===== src/rtl/acc_mem_arb_pkg.sv =====
// Shared types and default widths for the accelerator/Data Memory arbiter.
package acc_mem_arb_pkg;

    typedef enum logic [1:0] {
        IDLE    = 2'd0,
        ISSUE   = 2'd1,
        WAIT_RD = 2'd2,
        RESP    = 2'd3
    } arb_state_t;

    typedef enum logic {
        OP_READ  = 1'b0,
        OP_WRITE = 1'b1
    } op_t;

    localparam int DEF_ADDR_SIZE    = 16;
    localparam int DEF_RD_DATA_SIZE = 512;
    localparam int DEF_WR_DATA_SIZE = 32;

endpackage


===== src/rtl/acc_rr_picker.sv =====
// Combinational round-robin search: first set request strictly after last_grant_i, wrapping.
module acc_rr_picker #(
    parameter int NUM_ACC = 4
) (
    input  logic [NUM_ACC-1:0]         req_i,
    input  logic [$clog2(NUM_ACC)-1:0] last_grant_i,
    output logic [$clog2(NUM_ACC)-1:0] grant_o,
    output logic                       any_req_o
);

    localparam int IDX_W = $clog2(NUM_ACC);

    logic [IDX_W-1:0] cand;
    logic             found;

    always_comb begin
        grant_o = last_grant_i;
        cand    = last_grant_i;
        found   = 1'b0;
        // Offset NUM_ACC lands back on last_grant_i, so a lone requester can win again.
        for (int off = 1; off <= NUM_ACC; off++) begin
            cand = IDX_W'((int'(last_grant_i) + off) % NUM_ACC);
            if (!found && req_i[cand]) begin
                found   = 1'b1;
                grant_o = cand;
            end
        end
        any_req_o = |req_i;
    end

endmodule


===== src/rtl/acc_mem_arbiter.sv =====
// Round-robin arbiter sharing one single-port Data Memory among NUM_ACC accelerators.
// Optional per-requester completion counters: define ACC_MEM_ARB_PERF_CNT_EN.
module acc_mem_arbiter
    import acc_mem_arb_pkg::*;
#(
    parameter int NUM_ACC      = 4,
    parameter int ADDR_SIZE    = DEF_ADDR_SIZE,
    parameter int RD_DATA_SIZE = DEF_RD_DATA_SIZE,
    parameter int WR_DATA_SIZE = DEF_WR_DATA_SIZE,
    parameter int RD_LATENCY   = 1
) (
    input  logic                            clk,
    input  logic                            rst,
    input  logic [NUM_ACC-1:0]              acc_read_en,
    input  logic [NUM_ACC*ADDR_SIZE-1:0]    acc_read_addr,
    output logic [RD_DATA_SIZE-1:0]         acc_read_data,
    output logic [NUM_ACC-1:0]              acc_read_data_valid,
    input  logic [NUM_ACC-1:0]              acc_write_en,
    input  logic [NUM_ACC*ADDR_SIZE-1:0]    acc_write_addr,
    input  logic [NUM_ACC*WR_DATA_SIZE-1:0] acc_write_data,
    output logic [NUM_ACC-1:0]              acc_write_done,
    output logic                            mem_en,
    output logic                            mem_we,
    output logic [ADDR_SIZE-1:0]            mem_addr,
    output logic [WR_DATA_SIZE-1:0]         mem_wdata,
    input  logic [RD_DATA_SIZE-1:0]         mem_rdata
`ifdef ACC_MEM_ARB_PERF_CNT_EN
    ,
    output logic [NUM_ACC*32-1:0]           perf_grant_cnt
`endif
);

    localparam int IDX_W = $clog2(NUM_ACC);
    localparam int CNT_W = 3;

    arb_state_t              state_q, state_d;
    logic [IDX_W-1:0]        grant_q, grant_d;
    op_t                     op_q, op_d;
    logic [CNT_W-1:0]        cnt_q, cnt_d;
    logic [RD_DATA_SIZE-1:0] rdata_q, rdata_d;

    logic [NUM_ACC-1:0]      req;
    logic [IDX_W-1:0]        pick;
    logic                    any_req;

    assign req = acc_read_en | acc_write_en;

    acc_rr_picker #(
        .NUM_ACC(NUM_ACC)
    ) u_picker (
        .req_i       (req),
        .last_grant_i(grant_q),
        .grant_o     (pick),
        .any_req_o   (any_req)
    );

    // grant_q doubles as the round-robin pointer; it is only rewritten in IDLE.
    always_ff @(posedge clk or posedge rst) begin
        if (rst) begin
            state_q <= IDLE;
            grant_q <= IDX_W'(NUM_ACC - 1);
            op_q    <= OP_READ;
            cnt_q   <= '0;
            rdata_q <= '0;
        end else begin
            state_q <= state_d;
            grant_q <= grant_d;
            op_q    <= op_d;
            cnt_q   <= cnt_d;
            rdata_q <= rdata_d;
        end
    end

    always_comb begin
        state_d             = state_q;
        grant_d             = grant_q;
        op_d                = op_q;
        cnt_d               = cnt_q;
        rdata_d             = rdata_q;
        mem_en              = 1'b0;
        mem_we              = 1'b0;
        mem_addr            = '0;
        mem_wdata           = '0;
        acc_read_data_valid = '0;
        acc_write_done      = '0;
        case (state_q)
            IDLE: begin
                if (any_req) begin
                    grant_d = pick;
                    op_d    = acc_write_en[pick] ? OP_WRITE : OP_READ;
                    state_d = ISSUE;
                end
            end
            ISSUE: begin
                mem_en    = 1'b1;
                mem_we    = (op_q == OP_WRITE);
                mem_addr  = (op_q == OP_WRITE) ? acc_write_addr[grant_q*ADDR_SIZE +: ADDR_SIZE]
                                               : acc_read_addr[grant_q*ADDR_SIZE +: ADDR_SIZE];
                mem_wdata = acc_write_data[grant_q*WR_DATA_SIZE +: WR_DATA_SIZE];
                if (op_q == OP_WRITE) begin
                    state_d = RESP;
                end else begin
                    cnt_d   = CNT_W'(RD_LATENCY);
                    state_d = WAIT_RD;
                end
            end
            WAIT_RD: begin
                // Count 1 marks the cycle in which mem_rdata carries the requested block.
                if (cnt_q == CNT_W'(1)) begin
                    rdata_d = mem_rdata;
                    cnt_d   = '0;
                    state_d = RESP;
                end else begin
                    cnt_d = cnt_q - CNT_W'(1);
                end
            end
            RESP: begin
                acc_read_data_valid[grant_q] = (op_q == OP_READ);
                acc_write_done[grant_q]      = (op_q == OP_WRITE);
                state_d                      = IDLE;
            end
            default: state_d = IDLE;
        endcase
    end

    assign acc_read_data = rdata_q;

`ifdef ACC_MEM_ARB_PERF_CNT_EN
    logic [NUM_ACC*32-1:0] perf_q;

    always_ff @(posedge clk or posedge rst) begin
        if (rst) begin
            perf_q <= '0;
        end else if (state_q == RESP) begin
            perf_q[grant_q*32 +: 32] <= perf_q[grant_q*32 +: 32] + 32'd1;
        end
    end

    assign perf_grant_cnt = perf_q;
`endif

endmodule

===== config.mk =====
export PLATFORM = sky130hd
export DESIGN_NAME = acc_mem_arbiter
export DESIGN_NICKNAME = d
export VERILOG_FILES = /design/src/rtl/acc_mem_arb_pkg.sv /design/src/rtl/acc_rr_picker.sv /design/src/rtl/acc_mem_arbiter.sv
export SDC_FILE = /design/constraint.sdc
export NUM_CORES = 1
export LEC_CHECK = 0
export BUFFER_PORTS_ARGS = -buffer_cell sky130_fd_sc_hd__buf_2
export CELL_PAD_IN_SITES_DETAIL_PLACEMENT = 1
export CELL_PAD_IN_SITES_GLOBAL_PLACEMENT = 1
export CORE_AREA = 3 3 526 528
export CTS_CLUSTER_SIZE = 14
export DETAILED_ROUTE_END_ITERATION = 10
export DIE_AREA = 0 0 529 531
export GPL_TIMING_DRIVEN = 0
export PLACE_DENSITY_LB_ADDON = 0.1
export SLEW_MARGIN = 5
export SYNTH_ARGS = -nofsm -noshare
export SYNTH_HDL_FRONTEND = slang
export SYNTH_SLANG_ARGS = --single-unit

===== constraint.sdc =====
create_clock -name clk -period 40.7 [get_ports clk]
set_input_delay 2.035 -clock clk [delete_from_list [all_inputs] [get_ports clk]]
set_output_delay 2.035 -clock clk [all_outputs]
set_load 0.005 [all_outputs]

# Word-level counts from Yosys, hierarchy flattened
# Cells that the tools add are included.
# totals
ff_bits	520
input_bits	778
word_cells	79
# op_classes
add_sub_neg	5
muxes	34
magnitude_cmp	7
bitwise_logic	4
shift	3
eq_ne	7
n_reduce_logical	14
# op_table
cell	n
$shiftx 128x8->32	1
$shiftx 64x7->16	2
$mux 16	2
$mux 32	1
$lt 2x3->1 const B	6
$mux 1	13
$mux 2	6
$bmux 1 s2	5
$and 4x4->4	2
$mux 4	2
$pmux 2 s4	1
$reduce_and 2->1	4
$mux 3	2
$ne 2x2->1 const B	3
$pmux 3 s2	1
$add 2x1->2 const B	2
$add 2x2->2 const B	2
$eq 2x2->1 const B	2
$logic_and 1x1->1	4
$or 4x4->4	1
$reduce_or 4->1	1
$eq 3x1->1 const B	1
$logic_not 1->1	3
$sub 3x1->3 const B	1
6 further kinds	6

# Longest topological paths before layout
# Gate-level depths: netlist of the first run.
# depth
ltp_word	16
ltp_mapped	9
mapped_depth_nobuf	7

# Cells and area by module
# A second synthesis of the first run with hierarchy kept.
# hier_totals
cells_unflattened	1366
area_unflattened_um2	21958.6
# by_module_without_submodules
mod	area_per_inst_um2	instances	seq_area_each_um2	cells_each
acc_mem_arbiter	21886.0	1	13015.0	1352
acc_rr_picker	72.6	1	0.0	14

# Least setup slack after synthesis of the first run
# No wires, ideal clock.
# synth_path
path_type	input -> output
start	input port acc_write_data[96]
end	output port mem_wdata[0]
t_arrival_ns	2.636
slack_ns	36.029
t_required_ns	38.665
stages	2
path_buffers	0
path_cell_list	mux4_2 and2_1
# synth_between
elab_chain_cells	2
# synth_lines
element	line_no	rtl
start, declared	acc_mem_arbiter.sv:20	input logic [NUM_ACC*WR_DATA_SIZE-1:0] acc_write_data,
$shiftx 128x8->32	acc_mem_arbiter.sv:99	mem_wdata = acc_write_data[grant_q*WR_DATA_SIZE +: WR_DATA_SIZE];
$mux 32	acc_mem_arbiter.sv:86	case (state_q)
end, declared	acc_mem_arbiter.sv:25	output logic [WR_DATA_SIZE-1:0] mem_wdata,
# No other way between the ends.

# Worst setup path in the final report of the first run
# layout_path
start	register grant_q[0]
end	output port mem_addr[13]
# layout_between
elab_chain_cells	3
# layout_lines
element	line_no	rtl
start, declared	acc_mem_arbiter.sv:37	logic [IDX_W-1:0] grant_q, grant_d;
start signal, assigned	acc_mem_arbiter.sv:61	grant_q <= IDX_W'(NUM_ACC - 1);
start signal, assigned	acc_mem_arbiter.sv:67	grant_q <= grant_d;
$shiftx 64x7->16, on equally long branches	acc_mem_arbiter.sv:98, acc_mem_arbiter.sv:97	
$mux 16 (*)	acc_mem_arbiter.sv:97	mem_addr = (op_q == OP_WRITE) ? acc_write_addr[grant_q*ADDR_SIZE +: ADDR_SIZE]
$mux 16 (*)	acc_mem_arbiter.sv:86	
end, declared	acc_mem_arbiter.sv:24	output logic [ADDR_SIZE-1:0] mem_addr,
# Every way passes the cells marked *; elsewhere a longest branch is shown, timed or not.

==> results.md, run 1 <==
* Placed Instances at 6299
* GRT Total Usage at 0.1126
* Register Area at between 0.01 and 0.015 mm^2
* CP arrival at around 3.8 ns
* IO buf count at 1347
* Post-synthesis sequential area ratio at 0.5998
* Number of flops mapped to enable cells by yosys at 0
* Max_cap viols at 0
* Netlist cell types at 47
* Via/cell ratio at 2.790
* Reg-to-Reg End: op_q
* Worst setup path end: mem_addr[13]
* Die width at 529 um
* Critical path required time at 38.66 ns
* H-tree depth at 3
* Post-route minimum period at 5.875 ns
* First-pass GRT wire length at 209100 um
* Footprint of the multi-input gates at 0.008258 mm^2
* Net count, final at 3583
* Pin count of the biggest net entering global routing at 96
* CTS tree: built
* Final setup violation count at 0
* Sum Neg Setup Slack at 0 ns
* RSZ-0062 raised after global routing: no
* P&R area growth vs syn at 65.96%
* Vias in the first global route at around 20000
* Initial antenna violation count at 175
* DPL Wire Length at 140500 um
* Max IR drop VDD at 33.84 uV
* Fmax achieved at 170.2 MHz
* Power Dens Cells at 80.37 mW/mm^2
* Clk network pwr share at 0.248
* Initial Util at 0.07951
* CP endpoint kind: primary output
* Gr ovfl total at 0
* Core region area at about 0.27 mm^2
* Iteration-0 DRC Markers at 508
* CP Launch Type: flip-flop
* Critical Path Start: grant_q[0]
* Status: finished, final reports clean
* Layout cell share with drive strength beyond 1 at 0.7426
* Post-CTS setup buffers at 0
* Drt wl/cell at 25.30 um
* RD Place Congestion at 0.7368
* Die H at 531 um
* Reg2Reg Setup Slack at 36.88 ns
* Synth Register Bits at 520
* Cell internal pwr at 0.001794 W
* Wirelength, routed at 164900 um
* CTS resizes at 0
* R2r worst-path depth at 9
* Leakage at 16.07 nW
* Syn avg cell area at 16.00 um^2
* Post-route DRC at 0
* Mapped Cells at 1356
* Share of the synthesized area in the top cell type at 0.5974
* Total iterations of the first detailed-routing run at 6
* Kind of critical path: reg2out
* Worst-Skew Late Latency at 0.70 ns
* Die area at 0.2809 mm^2
* Post-Syn Area at around 0.022 mm^2
* Clk sinks at 520
* Reg2reg start: grant_q[1]
* Synth Flop Type: dfrtp_1
* Synth Warn # at 0
* Slew @ Worst Pin at around 1.1 ns
* Syn Nets at 2145
* IO Pins at roughly 1300
* Final period util at 0.1443
* Vias at about 18000
* Hold Vio Cnt, Final at 0
* Seq pwr share at 0.325
* Crit path max fanout at 10
* Final cell count without fillers at approximately 6500
* Fin. max-slew vios at 0
* Row count at approximately 190
* Hold-fix buffers, CTS at 0
* Sw Ratio at 0.3801
* Worst Hold Class: reg2reg
* Post-route clock skew at 0.03448 ns
* Synth area leader: dfrtp_1
* Comb power frac at 0.426
* Clk pin slew, worst setup/hold paths at 0.06 ns
* Antenna viol nets, final at 0
* Area contributors post-synth: dfrtp_1 (60%), mux2_2 (27%), mux4_2 (6.7%)
* CTS Buf Count at 82
* Async set or reset register ratio after synthesis at 1.000
* Fill cells at ~32000
* Max clock buf depth at 3
* Slew headroom at 0.2267
* Clock root cell: clkbuf_16
* Net Switching at approximately 0.0011 W
[state kept, by name (all words and copies together), names as in the netlist]
name / count
acc_read_data: 512
state_q: 2
cnt_q: 3
op_q: 1
grant_q: 2
[area by class of cell]
class | count | area share
Timing Repair Buffer | 1354 | 0.1926
Antenna cell | 77 | 0.005351
Clock inverter | 17 | 0.007817
Multi-Input combinational cell | 743 | 0.2293
Buffer | 82 | 0.01077
Inverter | 11 | 0.001355
Clock buffer | 125 | 0.06674
Tap cell | 3589 | 0.1247
Sequential cell | 520 | 0.3614
[cells in the final DEF (no fill, tap or decap), drive strengths merged, types with 5 or more instances in the layout]
master	n
buf	1417
dfrtp	518
mux2	512
clkbuf	144
diode	77
mux4	65
and2	37
nand2	37
a21oi	20
clkinv	13
inv	12
ha	11
o21ai	7
nor4	5
[worst min-delay path by stage]
stage,cells past startpoint,to,start
2_1_floorplan,1,cnt_q[1],cnt_q[1]
3_3_place_gp,1,acc_read_data[258],acc_read_data[258]
3_5_place_dp,1,acc_read_data[174],acc_read_data[174]
4_1_cts,1,acc_read_data[174],acc_read_data[174]
5_1_grt,1,acc_read_data[192],acc_read_data[192]
6_report,1,acc_read_data[258],acc_read_data[258]
[worst max-delay path: stages (launching register included)]
cell and delay [ns]:
dfstp_2 0.61, buf_4 0.22, buf_2 0.33, buf_1 0.69
mux4_2 0.37, nand2_1 0.07, a21oi_1 0.60, buf_2 0.27
[power groups by stage]
stage | sequential (W) | clock, W | combinational [W]
floorplan | 0.000943 | 0 | 0.000527
global placement | 0.000954 | 0 | 0.00130
detailed placement | 0.000955 | 0 | 0.00130
CTS | 0.000952 | 0.000772 | 0.00130
global route | 0.000983 | 0.000787 | 0.00135
finish | 0.000942 | 0.000719 | 0.00123
[per-layer routing]
metal	global-route usage	vias up	wire [um]
li1	-	7893	-
met1	0.1098	8769	55670
met5	0	-	1066
met4	0.03957	166	5593
met2	0.1892	995	78910
met3	0.07616	363	23640
[cell usage after synthesis (4+ instances only)]
cell type and count:
mux2_2 512, and3_1 4, buf_1 5, inv_1 9
clkbuf_1 19, and2_1 37, buf_2 56, ha_1 11
nor4_1 5, nor2_1 4, o21ai_0 7, dfrtp_1 518
mux4_2 65, nand2_1 37, a21oi_1 20
[cells by family after synthesis]
| kind of cell | Yosys count | synth area share |
|---|---|---|
| muxes | 578 | 0.3336 |
| DFF | 520 | 0.5998 |
| and+or+nand+nor | 108 | 0.02704 |
| buffers and inverters | 93 | 0.01966 |
| AOI/OAI and AO/OA | 46 | 0.01355 |
| adders and majority gates | 11 | 0.006343 |
[through the flow]
stage	power [W]	cell area, um^2	util	hold slack [ns]	setup WS (ns)
floorplan	0.001470	21700	-	0.4803	24.14
CTS	0.003025	35820	0.1313	0.5005	34.65
global route	0.003123	35880	0.1315	0.5071	34.56
detailed placement	0.002253	33130	0.1214	0.4875	35.31
finish	0.002894	36010	0.1320	0.4959	34.83
global placement	0.002258	32930	0.1207	0.4833	11.60
No activity file was read; power rests on OpenSTA's default activity.
==> run 2, diff against run 1 <==
--- a/config.mk
+++ b/config.mk
@@ -8,10 +8,10 @@
 export BUFFER_PORTS_ARGS = -buffer_cell sky130_fd_sc_hd__buf_2
 export CELL_PAD_IN_SITES_DETAIL_PLACEMENT = 1
 export CELL_PAD_IN_SITES_GLOBAL_PLACEMENT = 1
-export CORE_AREA = 3 3 526 528
+export CORE_AREA = 3 3 520 522
 export CTS_CLUSTER_SIZE = 14
 export DETAILED_ROUTE_END_ITERATION = 10
-export DIE_AREA = 0 0 529 531
+export DIE_AREA = 0 0 523 525
 export GPL_TIMING_DRIVEN = 0
 export PLACE_DENSITY_LB_ADDON = 0.1
 export SLEW_MARGIN = 5
==> constraint.sdc (replaced) <==
create_clock -name clk -period 4.8 [get_ports clk]
set_input_delay 0.24 -clock clk [delete_from_list [all_inputs] [get_ports clk]]
set_output_delay 0.24 -clock clk [all_outputs]
set_load 0.005 [all_outputs]
==> run 2 against run 1 <==
Final cell count is 6.5% higher. Utilization rose by 2.3 points. Critical path type is now reg2reg. First-iteration DRC count increased by 4.9%.
==> results.md, run 2 (synthesis results as in run 1) <==
* Net count, final at 4113 (+15%)
* CP peak stage delay at 0.72 ns (+0.03 ns)
* Final Core Density at 0.1553 (+0.02331)
* Clk sinks at 520 (unchanged)
* CTS Buf Count at 82 (unchanged)
* Max IR drop VDD at 250.4 uV (+640%)
* CP Cell Sequence: buf_4 > inv_1 > clkbuf_1 > ha_1 > or3_1 > a21oi_1 > o22ai_1 > a2111oi_0 > o31ai_1 > dlygate4sd3_1
* Reg-to-Reg End: op_q
* Pin count of the biggest net entering global routing at 32 (-67%)
* Vias in the first global route at 22620 (+11%)
* Wirelength, routed at 160200 um (-2.9%)
* Worst path bufs/invs at 4 (unchanged)
* IO buf count at 1347 (unchanged)
* Slew @ Worst Pin at 1.035 ns (-0.1139 ns)
* Slew headroom at 0.3097 (+0.08303)
* Die width at 523 um (-1.1%)
* R2r worst-path depth at 10 (+1)
* Met2 wire length at 76950 um (-2.5%)
* Antenna viol nets, final at 0 (unchanged)
* GRT Total Usage at 0.1129 (+0.0002257)
* Iteration-0 DRC Markers at 533 (+4.9%)
* Post-route minimum period at 4.119 ns
* Max_cap viols at 0 (unchanged)
* RD Place Congestion at 0.7507 (+1.9%)
* Hold Path Stages at 5 (+4)
* Row count at 189 (-1.6%)
* IO Pins at 1348 (unchanged)
* Reg2reg start: grant_q[1]
* CTS resizes at 0 (unchanged)
* Metal-1 WL at 60450 um (+8.6%)
* First-pass GRT wire length at 210900 um (+0.88%)
* Initial antenna violation count at 79 (-55%)
* Reg2Reg Setup Slack at 0.68 ns (-36.20 ns)
* Final setup violation count at 0 (unchanged)
* Initial Util at 0.08171 (+0.002197)
* Drt wl/cell at 23.07 um (-8.8%)
* CTS tree: built
* Total iterations of the first detailed-routing run at 4 (-2)
* Leakage at 18.33 nW (+14%)
* Top Metal Used: met5
* Status: finished, final reports clean
* Layout cell share with drive strength beyond 1 at 0.6297 (-0.1129)
* Final period util at 0.8582
* Crit path max fanout at 11 (+1)
* Kind of critical path: reg2reg
* Hold Vio Cnt, Final at 0 (unchanged)
* CP Launch Type: flip-flop
* End of the worst hold path: grant_q[1]
* RSZ-0062 raised after global routing: no
* Post-route DRC at 0 (unchanged)
* Total power at 0.02511 W (+770%)
* Post-route clock skew at 0.03524 ns (+0.0007602 ns)
* Most frequent cells in the layout: buf_2 (1403), dfrtp_1 (518), dlygate4sd3_1 (515)
* P&R area growth vs syn at 90.02%
* Commonest non-fill, non-tap cell in the layout: buf_2
* Fin. max-slew vios at 0 (unchanged)
* HP Start: acc_read_en[1]
* Critical path required time at 5.37 ns (-33.29 ns)
* Die H at 525 um (-1.1%)
* CP delay by family, top: buffers and inverters
* Power Dens Cells at 609.0 mW/mm^2 (+660%)
* Number of flip-flops in the largest register at 512 (unchanged)
* Die area at 0.2746 mm^2 (-2.3%)
* Gr ovfl total at 0 (unchanged)
* Via/cell ratio at 2.869 (+2.8%)
* DPL Wire Length at 136200 um (-3.1%)
* CP arrival at 4.69 ns (+0.85 ns)
* Clk pin slew, worst setup/hold paths at 0.05 ns (about the same)
* Max clock buf depth at 3 (unchanged)
* CP max-delay cell: clkbuf_1
* Met3 wire length at 16500 um (-30%)
* Clock root cell: clkbuf_16
* Core region area at 0.2656 mm^2 (-2.7%)
* Vias at 19920 (+9.5%)
* CP endpoint kind: flip-flop
* Worst Hold Class: in2reg
* Worst-Skew Late Latency at 0.70 ns (about the same)
* H-tree depth at 3 (unchanged)
* Fmax achieved at ~240 MHz
-- run 2: worst max path at each step --
stage	startpoint	end	slack, ns	cells past startpoint
6_report	grant_q[1]	op_q	0.68	10
3_5_place_dp	grant_q[1]	op_q	1.05	9
2_1_floorplan	rst	acc_read_data[0]	-2.50	1
4_1_cts	grant_q[1]	op_q	0.50	10
3_3_place_gp	rst	acc_read_data[204]	-8.76	2
5_1_grt	grant_q[1]	op_q	0.28	10
-- run 2: final cells by class --
type | instances | area [um^2]
Antenna cell | 26 | 65.06
Timing Repair Buffer | 1884 | 12360
Fill cell | 30590 | 224300
Multi-Input combinational cell | 743 | 8258
Clock buffer | 129 | 2430
Tap cell | 3533 | 4420
Clock inverter | 15 | 252.7
Buffer | 82 | 387.9
Inverter | 11 | 45.04
Sequential cell | 520 | 13020
-- run 2: worst register-to-register path, delay by kind of cell, from the launching register on --
family          cells  cell delay (ns)
buf+inv             4             1.88
simple gates        1             0.38
fa+ha+maj           1             0.45
compound gates      4             0.92
flops               1             0.38
-- run 2: stage by stage --
stage | instance area (um^2) | setup TNS (ns) | cells | worst slack (ns) | hold slack (ns)
after floorplan | 21700 | -1297.40 | 1356 | -2.503 | 0.3906
after global placement | 32870 | -4411.51 | 6236 | -8.763 | 0.4719
after detailed placement | 33330 | 0 | 6258 | 1.055 | 0.3126
after CTS | 41170 | 0 | 6917 | 0.4998 | 0.005872
after global routing | 41210 | 0 | 6932 | 0.2758 | 0.1254
final | 41230 | 0 | 6943 | 0.6806 | 0.1500
-- run 2: where the power goes --
group / internal [W] / leakage, nW / switching, W
combinational: 0.00525 / 11.0 / 0.00575
clock: 0.00364 / 1.29 / 0.00251
sequential: 0.00669 / 6.06 / 0.00126
-- run 2: metal layers --
metal,up-vias,global-route usage
met1,9797,0.1225
met4,48,0.04052
met2,988,0.1921
met3,186,0.05070
met5,-,0.002808
li1,8899,-
-- run 2: repair_timing --
action | in CTS | in global routing
buffers inserted | 0 | 0
hold buffers | 515 | 0
endpoints found under the hold margin | 581 | 0
==> run 3, diff against run 2 <==
--- a/config.mk
+++ b/config.mk
@@ -5,13 +5,13 @@
 export SDC_FILE = /design/constraint.sdc
 export NUM_CORES = 1
 export LEC_CHECK = 0
-export BUFFER_PORTS_ARGS = -buffer_cell sky130_fd_sc_hd__buf_2
 export CELL_PAD_IN_SITES_DETAIL_PLACEMENT = 1
 export CELL_PAD_IN_SITES_GLOBAL_PLACEMENT = 1
-export CORE_AREA = 3 3 520 522
+export CORE_AREA = 3 3 519 521
 export CTS_CLUSTER_SIZE = 14
 export DETAILED_ROUTE_END_ITERATION = 10
-export DIE_AREA = 0 0 523 525
+export DIE_AREA = 0 0 522 524
+export DONT_BUFFER_PORTS = 1
 export GPL_TIMING_DRIVEN = 0
 export PLACE_DENSITY_LB_ADDON = 0.1
 export SLEW_MARGIN = 5
==> run 3 against run 2 <==
Sequential cell count unchanged. Die area shrank 0.38%. Final cell count down 19%. Clock power fell by 0.8%. Clock-buffer cell count down 12. Combinational power fell by 44%. Critical path depth is the same. Clock skew increased by 0.030 ns. Via count decreased by 23%. Non-clock buffer count decreased by 1341. Critical path type unchanged. Largest cell class unchanged. Largest power group is now sequential cells.
==> results.md, run 3 (synthesis results as in run 1) <==
* CP endpoint kind: flip-flop
* Final Core Density at 0.1303 (-0.02494)
* Worst Hold Class: in2async
* Total iterations of the first detailed-routing run at 5 (+1)
* Vias in the first global route at 17510 (-23%)
* Reg2reg start: grant_q[1]
* DPL Wire Length at 127600 um (-6.3%)
* Die width at 522 um (-0.19%)
* Row count at 189 (unchanged)
* P&R area growth vs syn at 59.22%
* Core region area at 0.2651 mm^2 (-0.18%)
* Final period util at 0.8620 (+0.003775)
* Power Dens Cells at 652.7 mW/mm^2 (+7.2%)
* IO Pins at 1348 (unchanged)
* Clk sinks at 520 (unchanged)
* RD Place Congestion at 0.8359 (+11%)
* Clk network pwr share at 0.270 (+0.025)
* Placed instance area at 0.02650 mm^2 (-20%)
* Post-route minimum period at 4.138 ns (+0.01812 ns)
* Worst-Skew Late Latency at 0.76 ns (+0.06 ns)
* Critical Path Start: grant_q[1]
* CP arrival at 4.74 ns (+0.05 ns)
* Final instance area at 0.03455 mm^2 (-16%)
* Kind of critical path: reg2reg
* H-tree depth at 3 (unchanged)
* Cell internal pwr at 0.01391 W (-11%)
* Max_cap viols at 0 (unchanged)
* Commonest non-fill, non-tap cell in the layout: dlygate4sd3_1
* Most frequent cells in the layout: dlygate4sd3_1 (525), dfrtp_1 (518), mux2_2 (512)
* Die area at 0.2735 mm^2 (-0.38%)
* Critical path required time at 5.40 ns (+0.03 ns)
* Leakage at 12.94 nW (-29%)
* Clk pin slew, worst setup/hold paths at 0.06 ns (about the same)
* Pin count of the biggest net entering global routing at 38 (+19%)
* Slew headroom at 0.3274 (+0.01769)
* Max clock buf depth at 4 (+1)
* Antenna viol nets, final at 0 (unchanged)
* Seq pwr share at 0.455 (+0.138)
* GRT Total Usage at 0.1027 (-0.01012)
* IO buf count at 0 (-100%)
* Net count, final at 2772 (-33%)
* Initial antenna violation count at 131 (+66%)
* Via/cell ratio at 2.731 (-4.8%)
* Iteration-0 DRC Markers at 628 (+18%)
* Vias at 15350 (-23%)
* Wirelength, routed at 147900 um (-7.7%)
* Final setup violation count at 0 (unchanged)
* Crit path max fanout at 11 (unchanged)
* Fin. max-slew vios at 0 (unchanged)
* Worst hold slack at 0.1323 ns (-0.01774 ns)
* Post-route clock skew at 0.06533 ns (+0.03009 ns)
* Post-CTS setup buffers at 0 (unchanged)
* First-pass GRT wire length at 186600 um (-12%)
* Hold Vio Cnt, Final at 0 (unchanged)
* Gr ovfl total at 0 (unchanged)
* Layout cell share with drive strength beyond 1 at 0.3831 (-0.2466)
* Fmax achieved at 241.7 MHz (-0.44%)
* Drt wl/cell at 26.30 um (+14%)
* CTS resizes at 0 (unchanged)
* Post-route DRC at 0 (unchanged)
* CTS Buf Count at 82 (unchanged)
* Initial Util at 0.08186 (+0.0001458)
* Max IR drop VDD at 262.2 uV (+4.7%)
* CP Launch Type: flip-flop
* CTS tree: built
* Comb power frac at 0.274 (-0.164)
* Total power at 0.02255 W (-10%)
* Die H at 524 um (-0.19%)
* Slew @ Worst Pin at 1.009 ns (-0.02653 ns)
* Net Switching at 0.008643 W (-9.2%)
* Placed Instances at 4907 (-22%)
* RSZ-0062 raised after global routing: no
* Status: finished, final reports clean
* Number of flip-flops in the largest register at 512 (unchanged)
* Clock root cell: clkbuf_16
* Sw Ratio at 0.3833 (+0.003982)
* Final cell count without fillers at 5622 (-19%)
run 3: cell count changes in the layout (fill, tap and decap cells not counted), sizes merged, moves of 3 or more:
| cell | delta |
|---|---|
| diode | +27 |
| bufinv | +4 |
| dlygate4sd3 | +10 |
| clkinvlp | +5 |
| clkinv | -3 |
| buf | -1351 |
| clkbuf | -12 |
run 3: power by group through the flow:
stage / combinational (W) / clock, W / sequential (W)
CTS: 0.00639 / 0.00648 / 0.0106
global route: 0.00681 / 0.00664 / 0.0106
floorplan: 0.00447 / 0 / 0.00800
detailed placement: 0.00589 / 0 / 0.0106
global placement: 0.00569 / 0 / 0.0108
finish: 0.00618 / 0.00610 / 0.0103
run 3: worst max-delay path, stage by stage, from the launching register on:
cell and delay [ns]:
dfstp_2 0.56, buf_4 0.21, inv_1 0.24, clkbuf_1 0.41, ha_1 0.51, or3b_2 0.46, a21oi_1 0.32, o22ai_1 0.14
a2111oi_0 0.47, o31ai_1 0.11, dlygate4sd3_1 0.59
run 3: final timing paths:
check	endpoint	slack (ns)	depth (start not counted)
min in group clk	state_q[0]	0.13	3
worst min register to register	cnt_q[1]	0.52	1
max in group asynchronous	acc_read_data[251]	3.07	8
worst max register to register	op_q	0.66	10
worst max-delay path	op_q	0.66	10
worst min-delay path	acc_read_data[321]	0.13	3
run 3: layout make-up:
cell class,count,area (um^2)
diodes,53,132.6
clock inverters,20,314.1
flip-flops and latches,520,13020
fillers,30150,230500
plain buffers,82,387.9
multi-input cells,743,8258
inverters,11,45.04
clock buffers,117,2346
well taps,3533,4420
repair buffers,543,5630
run 3: metal layers:
layer | vias to the layer above | track usage | share of wire
li1 | 6263 | - | -
met1 | 7717 | 0.1100 | 0.36
met2 | 1047 | 0.1783 | 0.49
met3 | 250 | 0.05253 | 0.12
met4 | 74 | 0.02529 | 0.025
met5 | - | 0 | 0.0029
run 3: timing repair:
action | in CTS | in global routing
hold buffers | 525 | 0
endpoints found under the setup margin | 0 | 0
hold endpoints to repair | 710 | 0
run 3: metrics by stage:
| stage | TNS, ns | setup WS (ns) |
|---|---|---|
| after floorplan | -1297.40 | -2.503 |
| after global placement | -3440.24 | -6.857 |
| after detailed placement | 0 | 1.094 |
| after CTS | 0 | 0.5624 |
| after global routing | 0 | 0.3682 |
| final | 0 | 0.6625 |
